$ cat config.mk
export PLATFORM = sky130hd
export DESIGN_NAME = ring_phase_monitor
export DESIGN_NICKNAME = d
export VERILOG_FILES = /design/src/rtl/ring_pkg.sv /design/src/rtl/onehot_encoder.sv /design/src/rtl/ring_phase_monitor.sv
export SDC_FILE = /design/constraint.sdc
export NUM_CORES = 1
export LEC_CHECK = 0
export BUFFER_PORTS_ARGS = -buffer_cell sky130_fd_sc_hd__buf_2
export CAP_MARGIN = 40
export CORE_MARGIN = 1.5
export CORE_UTILIZATION = 50
export CTS_BUF_LIST = sky130_fd_sc_hd__clkbuf_4 sky130_fd_sc_hd__clkbuf_8
export CTS_CLUSTER_SIZE = 28
export DETAILED_ROUTE_END_ITERATION = 12
export PLACE_DENSITY_LB_ADDON = 0.08
export SETUP_SLACK_MARGIN = 0.4
export SKIP_LAST_GASP = 1
export SYNTH_ARGS = -nofsm -noshare
export SYNTH_HDL_FRONTEND = slang
export SYNTH_SLANG_ARGS = --single-unit
export TNS_END_PERCENT = 30
$ cat constraint.sdc
create_clock -name clk -period 3.7 [get_ports clk]
set_input_delay 0.74 -clock clk [delete_from_list [all_inputs] [get_ports clk]]
set_output_delay 0.74 -clock clk [all_outputs]
set_load 0.01 [all_outputs]
$ cat src/rtl/ring_pkg.sv
// Shared definitions for phase consumers of the one-hot ring counter.
//   state_e   : monitor FSM states
//   rotl1     : rotate-left-by-one of the low n bits of a vector
//   N_DEF     : default ring width
//   CNT_W_DEF : default width of the rotation/fault counters
package ring_pkg;

  localparam int N_DEF     = 4;
  localparam int CNT_W_DEF = 8;
  // Widest ring the rotl1 helper handles.
  localparam int MAX_N     = 64;

  typedef enum logic [1:0] {
    IDLE   = 2'd0,
    TRACK  = 2'd1,
    LOCKED = 2'd2,
    FAULT  = 2'd3
  } state_e;

  // Rotate the low n bits of v left by one; bits at and above n come out zero.
  function automatic logic [MAX_N-1:0] rotl1(input logic [MAX_N-1:0] v, input int n);
    logic [MAX_N-1:0] mask;
    logic [MAX_N-1:0] vm;
    mask  = {MAX_N{1'b1}} >> (MAX_N - n);
    vm    = v & mask;
    rotl1 = ((vm << 1) | (vm >> (n - 1))) & mask;
  endfunction

endpackage

$ cat src/rtl/onehot_encoder.sv
// One-hot to binary encoder for ring phase words.
//   counter_i : N-bit ring word
//   idx_o     : index of the set bit, 0 when the word is not one-hot
//   onehot_o  : high when exactly one bit of counter_i is set
module onehot_encoder
  import ring_pkg::*;
#(
  parameter int  N     = N_DEF,
  localparam int IDX_W = $clog2(N)
) (
  input  logic [N-1:0]     counter_i,
  output logic [IDX_W-1:0] idx_o,
  output logic             onehot_o
);

  logic [IDX_W-1:0] idx_raw;

  // Non-zero with no second bit set: clearing the lowest set bit leaves zero.
  assign onehot_o = (counter_i != '0) && ((counter_i & (counter_i - 1'b1)) == '0);

  // OR of indices of all set bits; only meaningful when the word is one-hot.
  always_comb begin
    idx_raw = '0;
    for (int i = 0; i < N; i++) begin
      if (counter_i[i]) idx_raw = idx_raw | IDX_W'(i);
    end
  end

  assign idx_o = onehot_o ? idx_raw : '0;

endmodule

$ cat src/rtl/ring_phase_monitor.sv
// Ring phase monitor: checks each ring counter sample is one-hot and advanced
// by exactly one position, encodes the phase, locks after LOCK_ROT clean
// rotations, then counts rotations and flags sequencing faults.
//   clk, reset  : clock, synchronous active-high reset
//   counter     : ring counter word (N bits)
//   phase_idx   : binary index of the set bit of the last sample
//   phase_valid : last sample one-hot while tracking or locked
//   locked      : high while locked
//   err         : one-cycle pulse per fault seen while locked
//   rot_count   : rotations completed while locked (saturating)
//   err_count   : faults since reset (saturating)
module ring_phase_monitor
  import ring_pkg::*;
#(
  parameter int  N        = N_DEF,
  parameter int  LOCK_ROT = 2,
  parameter int  CNT_W    = CNT_W_DEF,
  localparam int IDX_W    = $clog2(N)
) (
  input  logic             clk,
  input  logic             reset,
  input  logic [N-1:0]     counter,
  output logic [IDX_W-1:0] phase_idx,
  output logic             phase_valid,
  output logic             locked,
  output logic             err,
  output logic [CNT_W-1:0] rot_count,
  output logic [CNT_W-1:0] err_count
);

  localparam int               CLEAN_W = $clog2(LOCK_ROT + 1);
  localparam logic [CNT_W-1:0] CNT_MAX = '1;

  state_e             state_q;
  logic [N-1:0]       prev_q;
  logic [CLEAN_W-1:0] clean_q;

  logic               onehot;
  logic [IDX_W-1:0]   enc_idx;
  logic [N-1:0]       prev_rot;
  logic               step_ok;
  logic               rot_evt;
  logic [CLEAN_W-1:0] clean_inc;

  onehot_encoder #(.N(N)) u_enc (
    .counter_i (counter),
    .idx_o     (enc_idx),
    .onehot_o  (onehot)
  );

  // A held value fails this check because the expected word always moves.
  assign prev_rot  = N'(rotl1(MAX_N'(prev_q), N));
  assign step_ok   = onehot && (counter == prev_rot);
  assign rot_evt   = step_ok && counter[0];
  assign clean_inc = clean_q + CLEAN_W'(1);

  always_ff @(posedge clk) begin
    if (reset) begin
      state_q     <= IDLE;
      prev_q      <= '0;
      clean_q     <= '0;
      phase_idx   <= '0;
      phase_valid <= 1'b0;
      locked      <= 1'b0;
      err         <= 1'b0;
      rot_count   <= '0;
      err_count   <= '0;
    end else begin
      prev_q      <= counter;
      phase_idx   <= enc_idx;
      // Status flags reflect the state being entered; branches raise them.
      phase_valid <= 1'b0;
      locked      <= 1'b0;
      err         <= 1'b0;
      case (state_q)
        IDLE: begin
          if (onehot) begin
            state_q     <= TRACK;
            clean_q     <= '0;
            phase_valid <= 1'b1;
          end
        end
        TRACK: begin
          if (!step_ok) begin
            state_q <= IDLE;
          end else begin
            phase_valid <= 1'b1;
            if (rot_evt) begin
              // The locking rotation itself is not counted in rot_count.
              if (clean_inc == CLEAN_W'(LOCK_ROT)) begin
                state_q <= LOCKED;
                clean_q <= '0;
                locked  <= 1'b1;
              end else begin
                clean_q <= clean_inc;
              end
            end
          end
        end
        LOCKED: begin
          if (step_ok) begin
            phase_valid <= 1'b1;
            locked      <= 1'b1;
            if (rot_evt && rot_count != CNT_MAX) rot_count <= rot_count + 1'b1;
          end else begin
            state_q <= FAULT;
            err     <= 1'b1;
            if (err_count != CNT_MAX) err_count <= err_count + 1'b1;
          end
        end
        FAULT: begin
          // Single-cycle recovery state; resume tracking from a usable sample.
          clean_q     <= '0;
          phase_valid <= onehot;
          state_q     <= onehot ? TRACK : IDLE;
        end
        default: state_q <= IDLE;
      endcase
    end
  end

endmodule

; ---- After elaboration in Yosys (flattened, before gate mapping)
; Cells that the tools add are included.
[totals]
reg_bits = 29
inputBits = 6
word_cells = 69
[classes]
n_reduce_logical = 15
n_mux = 23
bitwise_logic = 5
eq_ne = 13
add_sub_neg = 4
[op_table]
columns = operator, n
row1 = $mux W2, 11
row2 = $add A8 B1 Y8 const B, 2
row3 = $ne A8 B8 Y1 const B, 2
row4 = $mux W1, 8
row5 = $ne A2 B2 Y1 const B, 4
row6 = $pmux W2 S4, 1
row7 = $reduce_and A4 Y1, 2
row8 = $eq A2 B2 Y1 const B, 3
row9 = $ne A3 B3 Y1 const B, 2
row10 = $pmux W2 S3, 1
row11 = $reduce_and A3 Y1, 2
row12 = $reduce_or A2 Y1, 3
row13 = $and A4 B4 Y4, 1
row14 = $eq A4 B4 Y1, 1
row15 = $logic_and A1 B1 Y1, 4
row16 = $logic_not A4 Y1, 1
row17 = $or A4 B1 Y4, 1
row18 = $reduce_bool A4 Y1, 1
row19 = $sub A4 B1 Y4 const B, 1
row20 = $not A1 Y1, 3
row21 = $pmux W1 S3, 1
row22 = $reduce_bool A3 Y1, 1
row23 = $add A2 B1 Y2 const B, 1
row24 = $eq A2 B1 Y1 const B, 1
row25 = other kinds (2), 2

; ---- Longest topological paths before layout
[depth]
word_depth = 9
depth_mapped = 7
mapped_depth_nobuf = 6

; ---- Modules after synthesis
; A second synthesis with hierarchy kept.
[unflattened]
cells_unflattened = 160
hier_area_um2 = 1437.6
[modules_own_cells]
columns = mod, seq_area_each_um2, area_each_um2, n_inst, cells_each
row1 = ring_phase_monitor, 580.6, 1381.3, 1, 153
row2 = onehot_encoder, 0.0, 56.3, 1, 7

; ---- Least setup slack after synthesis
; No wires, ideal clock.
[synth_timing]
path_kind = in2reg
start = input counter[0]
end = register rot_count[5]
required_ns = 3.584
slack_ns = 1.388
cell_stages = 7
arrival_time_ns = 2.196
path_buffers = 2
path_cell_list = buf_2 -> xnor2_1 -> nand4_1 -> buf_2 -> nor4_1 -> a311oi_1 -> a41o_1
[synth_between]
elab_chain_cells = 8
word_cells_on_any_way = 10
classes_between = add/sub (1) / eq/ne (1) / bitwise (1) / reduce/logical (7)
[synth_lines]
columns = element, line
row1 = "start, declared", ring_phase_monitor.sv:22  ; input logic [N-1:0] counter,
row2 = $sub A4 B1 Y4, onehot_encoder.sv:19  ; assign onehot_o = (counter_i != '0) && ((counter_i & (counter_i - 1'b1)) == '0);
row3 = $and A4 B4 Y4, onehot_encoder.sv:19
row4 = $logic_not A4 Y1, onehot_encoder.sv:19
row5 = $logic_and A1 B1 Y1, onehot_encoder.sv:19
row6 = $logic_and A1 B1 Y1, ring_phase_monitor.sv:53  ; assign step_ok = onehot && (counter == prev_rot);
row7 = $logic_and A1 B1 Y1, ring_phase_monitor.sv:54  ; assign rot_evt = step_ok && counter[0];
row8 = $logic_and A1 B1 Y1, ring_phase_monitor.sv:104  ; if (rot_evt && rot_count != CNT_MAX) rot_count <= rot_count + 1'b1;
row9 = $reduce_and A3 Y1 (no source line) *, -
row10 = "end signal, assigned", ring_phase_monitor.sv:104
row11 = "end, declared", ring_phase_monitor.sv:27  ; output logic [CNT_W-1:0] rot_count,
; Mark *: on every way between the ends. The rest lies on a longest branch, timed or not.
; A chain may end at the register's enable or synchronous reset.

; ---- Worst setup path after layout
[layout_timing]
start = input counter[1]
end = register rot_count[6]
[layout_between]
elab_chain_cells = 8
word_cells_on_any_way = 10
classes_between = add/sub (1) / eq/ne (1) / bitwise (1) / reduce/logical (7)
[layout_lines]
columns = element, line
row1 = $sub A4 B1 Y4, onehot_encoder.sv:19
row2 = $and A4 B4 Y4, onehot_encoder.sv:19
row3 = $logic_not A4 Y1, onehot_encoder.sv:19
row4 = $logic_and A1 B1 Y1, onehot_encoder.sv:19
row5 = $logic_and A1 B1 Y1 *, ring_phase_monitor.sv:53
row6 = $logic_and A1 B1 Y1, ring_phase_monitor.sv:54
row7 = $logic_and A1 B1 Y1, ring_phase_monitor.sv:104
row8 = $reduce_and A3 Y1 (no source line) *, -
; Marked as above.

==> metrics.csv <==
metric,value,unit
fp.dieH,56.74,µm
netlist_area,1444,µm²
antenna_left,0,
finish.cell_count_without_fillers,218,
floorplan.io_pins,27,
routed_via_density,5.794,
synth.most_common_cell,sky130_fd_sc_hd__dfxtp_1,
nFillCells,252,
area.growth.synth_to_final,16.12,%
gp_routability_congestion,0.7812,
r2r-start,state_q[0]$_SDFFE_PP0P_,
cts-buffers-inserted,5,
worst_hold_path.num_cells,2,
timing.final.crit_share,61.87,%
initial_utilization,52.36,%
final-seq-area,580.6,µm²
worstPathMaxFanout,15,
tritoncts,done,
required,3.93,ns
placed_cell_area,1580,µm²
setup_tns,0,ns
cts_setup_buffers,0,
timing.max_cap.violations,0,
drt_drc_violations_left,0,
synthTopCellsByArea,"sky130_fd_sc_hd__dfxtp_1 (40%), sky130_fd_sc_hd__ha_1 (6.1%), sky130_fd_sc_hd__nor2_1 (4.9%)",
ir_drop,0.2706,mV
die-area,3219,µm²
post-route-cell-area,1677,µm²
drt_pass1_iterations,4,
hold-worst-slack,0.4886,ns
synth.largest_area_cell,sky130_fd_sc_hd__dfxtp_1,
setup_slack_of_the_most_critical_reg_to_reg_path,1.46,ns
preCtsSetupSlack,0.8877,ns
critical-path-max-stage-delay,0.51,ns
post_synth.cell_area_avg,9.024,µm²
rr_endpoint,rot_count[6]$_SDFFE_PP0P_,
rows,19,
design.core.area,2758,µm²
drt-wirelength-per-cell,13.41,µm
antenna_found_initial,0,
sequential_area_share_after_synthesis,40.21,%
setup_slack,1.411,ns
dp.cells,209,
final_layout_size_suffix_gt1_share,22.46,%
critPathLaunchType,primary input,
max_slew_margin,61.46,%
synth.yosys.warnings,0,
hp-class,reg -> reg,
cts.reportedPaths.clkPinSlew,0.09,ns
antennaDiodeCount,0,
mappedNetlistNets,173,
drv_slew,0,
crit_cells,7,
grt_remaining_overflow,0,
post-dp-hpwl,2.062,mm
grt_setup_unrepaired,false,
dr.first_iter.drc_count,82,
utilization,60.80,%
status,"complete, no violations",
grt_pass1_wl,5.133,mm
ys.flop_type,sky130_fd_sc_hd__dfxtp_1,
synth_cell_types,45,
critical_path_arrival,2.52,ns
post_synth_most_frequent_cells,"sky130_fd_sc_hd__dfxtp_1 (29), sky130_fd_sc_hd__nor2_1 (19), sky130_fd_sc_hd__nand3_1 (8), sky130_fd_sc_hd__xnor2_1 (8), sky130_fd_sc_hd__ha_1 (7)",
hold_buffers,0,
fin_worst_skew,0.01056,ns
cts_htree_levels,2,
endpoint,rot_count[6]$_SDFFE_PP0P_,
delay_heaviest_family_cp,simple AND/OR/NAND/NOR gates,
worstPathBufferInverterCount,2,
criticalPathCategory,in -> reg,
async_reset_ff_share,0,%
power_per_cell_area,428.4,nW/µm²
worstSetupStartpoint,counter[1],
timing.final.setup_violations,0,
ctsRootBufferMaster,sky130_fd_sc_hd__clkbuf_4,
detail_route.wirelength,2.924,mm
global_route.usage.total,20.33,%
netlist_instances,160,
yosys_register_bits,29,
slew_at_the_pin_closest_to_its_max_slew_limit,0.5728,ns
post-route-min-period,2.289,ns
clk_path_buf_depth,2,
synth_edf_count,0,
critical_path_s_slowest_cell,sky130_fd_sc_hd__nor3_1,
clock_latency_reported_for_the_late_side_of_the_worst_skew_pair,0.33,ns
timing_hold_violations_final,0,
grt_max_degree,32,
die_extent_in_x,56.74,µm
cts_repair_resize_count,0,
cp_cell_sequence,"buf_2, nor4b_2, a211oi_2, buf_4, nor3_1, nand4_1, mux2_2",
totalPowerFinal,0.7183,mW
synthDominantCellAreaShare,40.21,%
place.port_buffers,26,
multiInputGateArea,800.8,µm²
final_layout_net_count,199,
worst_reg2reg_path_length_in_cells,6,
cts.sink_count,29,
setup.worst_path.end_class,flop,
p_leak,0.6634,nW
number_of_global_route_vias_before_repair,1167,
fmaxAchievable,436.8,MHz
via_count,1263,
==> layout by cell type (no fill, tap or decap), drive strengths merged, types with 2 or more instances in the layout <==
cell type,instances
a211oi,3
a21oi,6
a31oi,2
and2,2
buf,28
clkbuf,7
dfxtp,29
ha,7
inv,6
mux2i,2
nand2,4
nand3,8
nand3b,2
nand4,3
nor2,19
nor2b,6
nor3,6
nor4,3
nor4b,4
o211ai,2
o21ai,2
o31ai,3
o41ai,2
or4,4
xnor2,8
xor2,4
==> report_power, final <==
group | switching [mW] | internal, mW
Clock | 0.110 | 0.169
Sequential | 0.00937 | 0.323
Combinational | 0.0652 | 0.0421
Total | 0.184 | 0.534
==> how the worst min path moves through the flow <==
| stage | from | slack [ns] | to |
|---|---|---|---|
| floorplan | clean_q[1]$_SDFFE_PP0P_ | 0.43 | clean_q[1]$_SDFFE_PP0P_ |
| global placement | clean_q[1]$_SDFFE_PP0P_ | 0.46 | clean_q[1]$_SDFFE_PP0P_ |
| detailed placement | clean_q[1]$_SDFFE_PP0P_ | 0.47 | clean_q[1]$_SDFFE_PP0P_ |
| CTS | clean_q[1]$_SDFFE_PP0P_ | 0.49 | clean_q[1]$_SDFFE_PP0P_ |
| global route | clean_q[1]$_SDFFE_PP0P_ | 0.51 | clean_q[1]$_SDFFE_PP0P_ |
| finish | err_count[6]$_SDFFE_PP0P_ | 0.49 | err_count[6]$_SDFFE_PP0P_ |
==> sequential cells by signal (all words and copies together), names as in the netlist, named ones only <==
register     count
err_count        8
rot_count        8
prev_q           4
clean_q          2
phase_idx        2
err              1
locked           1
phase_valid      1
state_q          1
==> cell type report <==
type                            instances  area share (%)
Sequential cell                        29           34.63
Timing Repair Buffer                   28           8.657
Clock inverter                          1           1.791
Multi-Input combinational cell        116           47.76
Inverter                                6           1.343
Tap cell                               31           2.313
Clock buffer                            7           3.507
==> worst register-to-register path, cell delays in order (launching register included) <==
cell	delay, ns
sky130_fd_sc_hd__dfxtp_1	0.35
sky130_fd_sc_hd__inv_1	0.15
sky130_fd_sc_hd__ha_1	0.41
sky130_fd_sc_hd__o211ai_1	0.27
sky130_fd_sc_hd__nor3_1	0.51
sky130_fd_sc_hd__nand4_1	0.18
sky130_fd_sc_hd__mux2_2	0.29
==> layer usage <==
layer,global-route usage (%),up-vias,wire length [µm]
li1,-,640,-
met1,23.93,583,1312
met2,33.39,32,1376
met3,6.221,8,166
met4,9.967,0,68
met5,0,-,0
==> logic make-up (layout without fill, tap and decap cells) <==
group	count (synthesis)	in the layout	synth area share, %
multiplexers	3	3	2.166
AND/OR/NAND/NOR	66	66	25.65
XOR/XNOR	12	12	7.279
adder cells (fa/ha/maj)	7	7	6.066
AO/OA/AOI/OAI	28	28	14.30
buffers and inverters	15	42	4.332
flip-flops	29	29	40.21
Note: power is estimated with default switching activity, not from simulation.
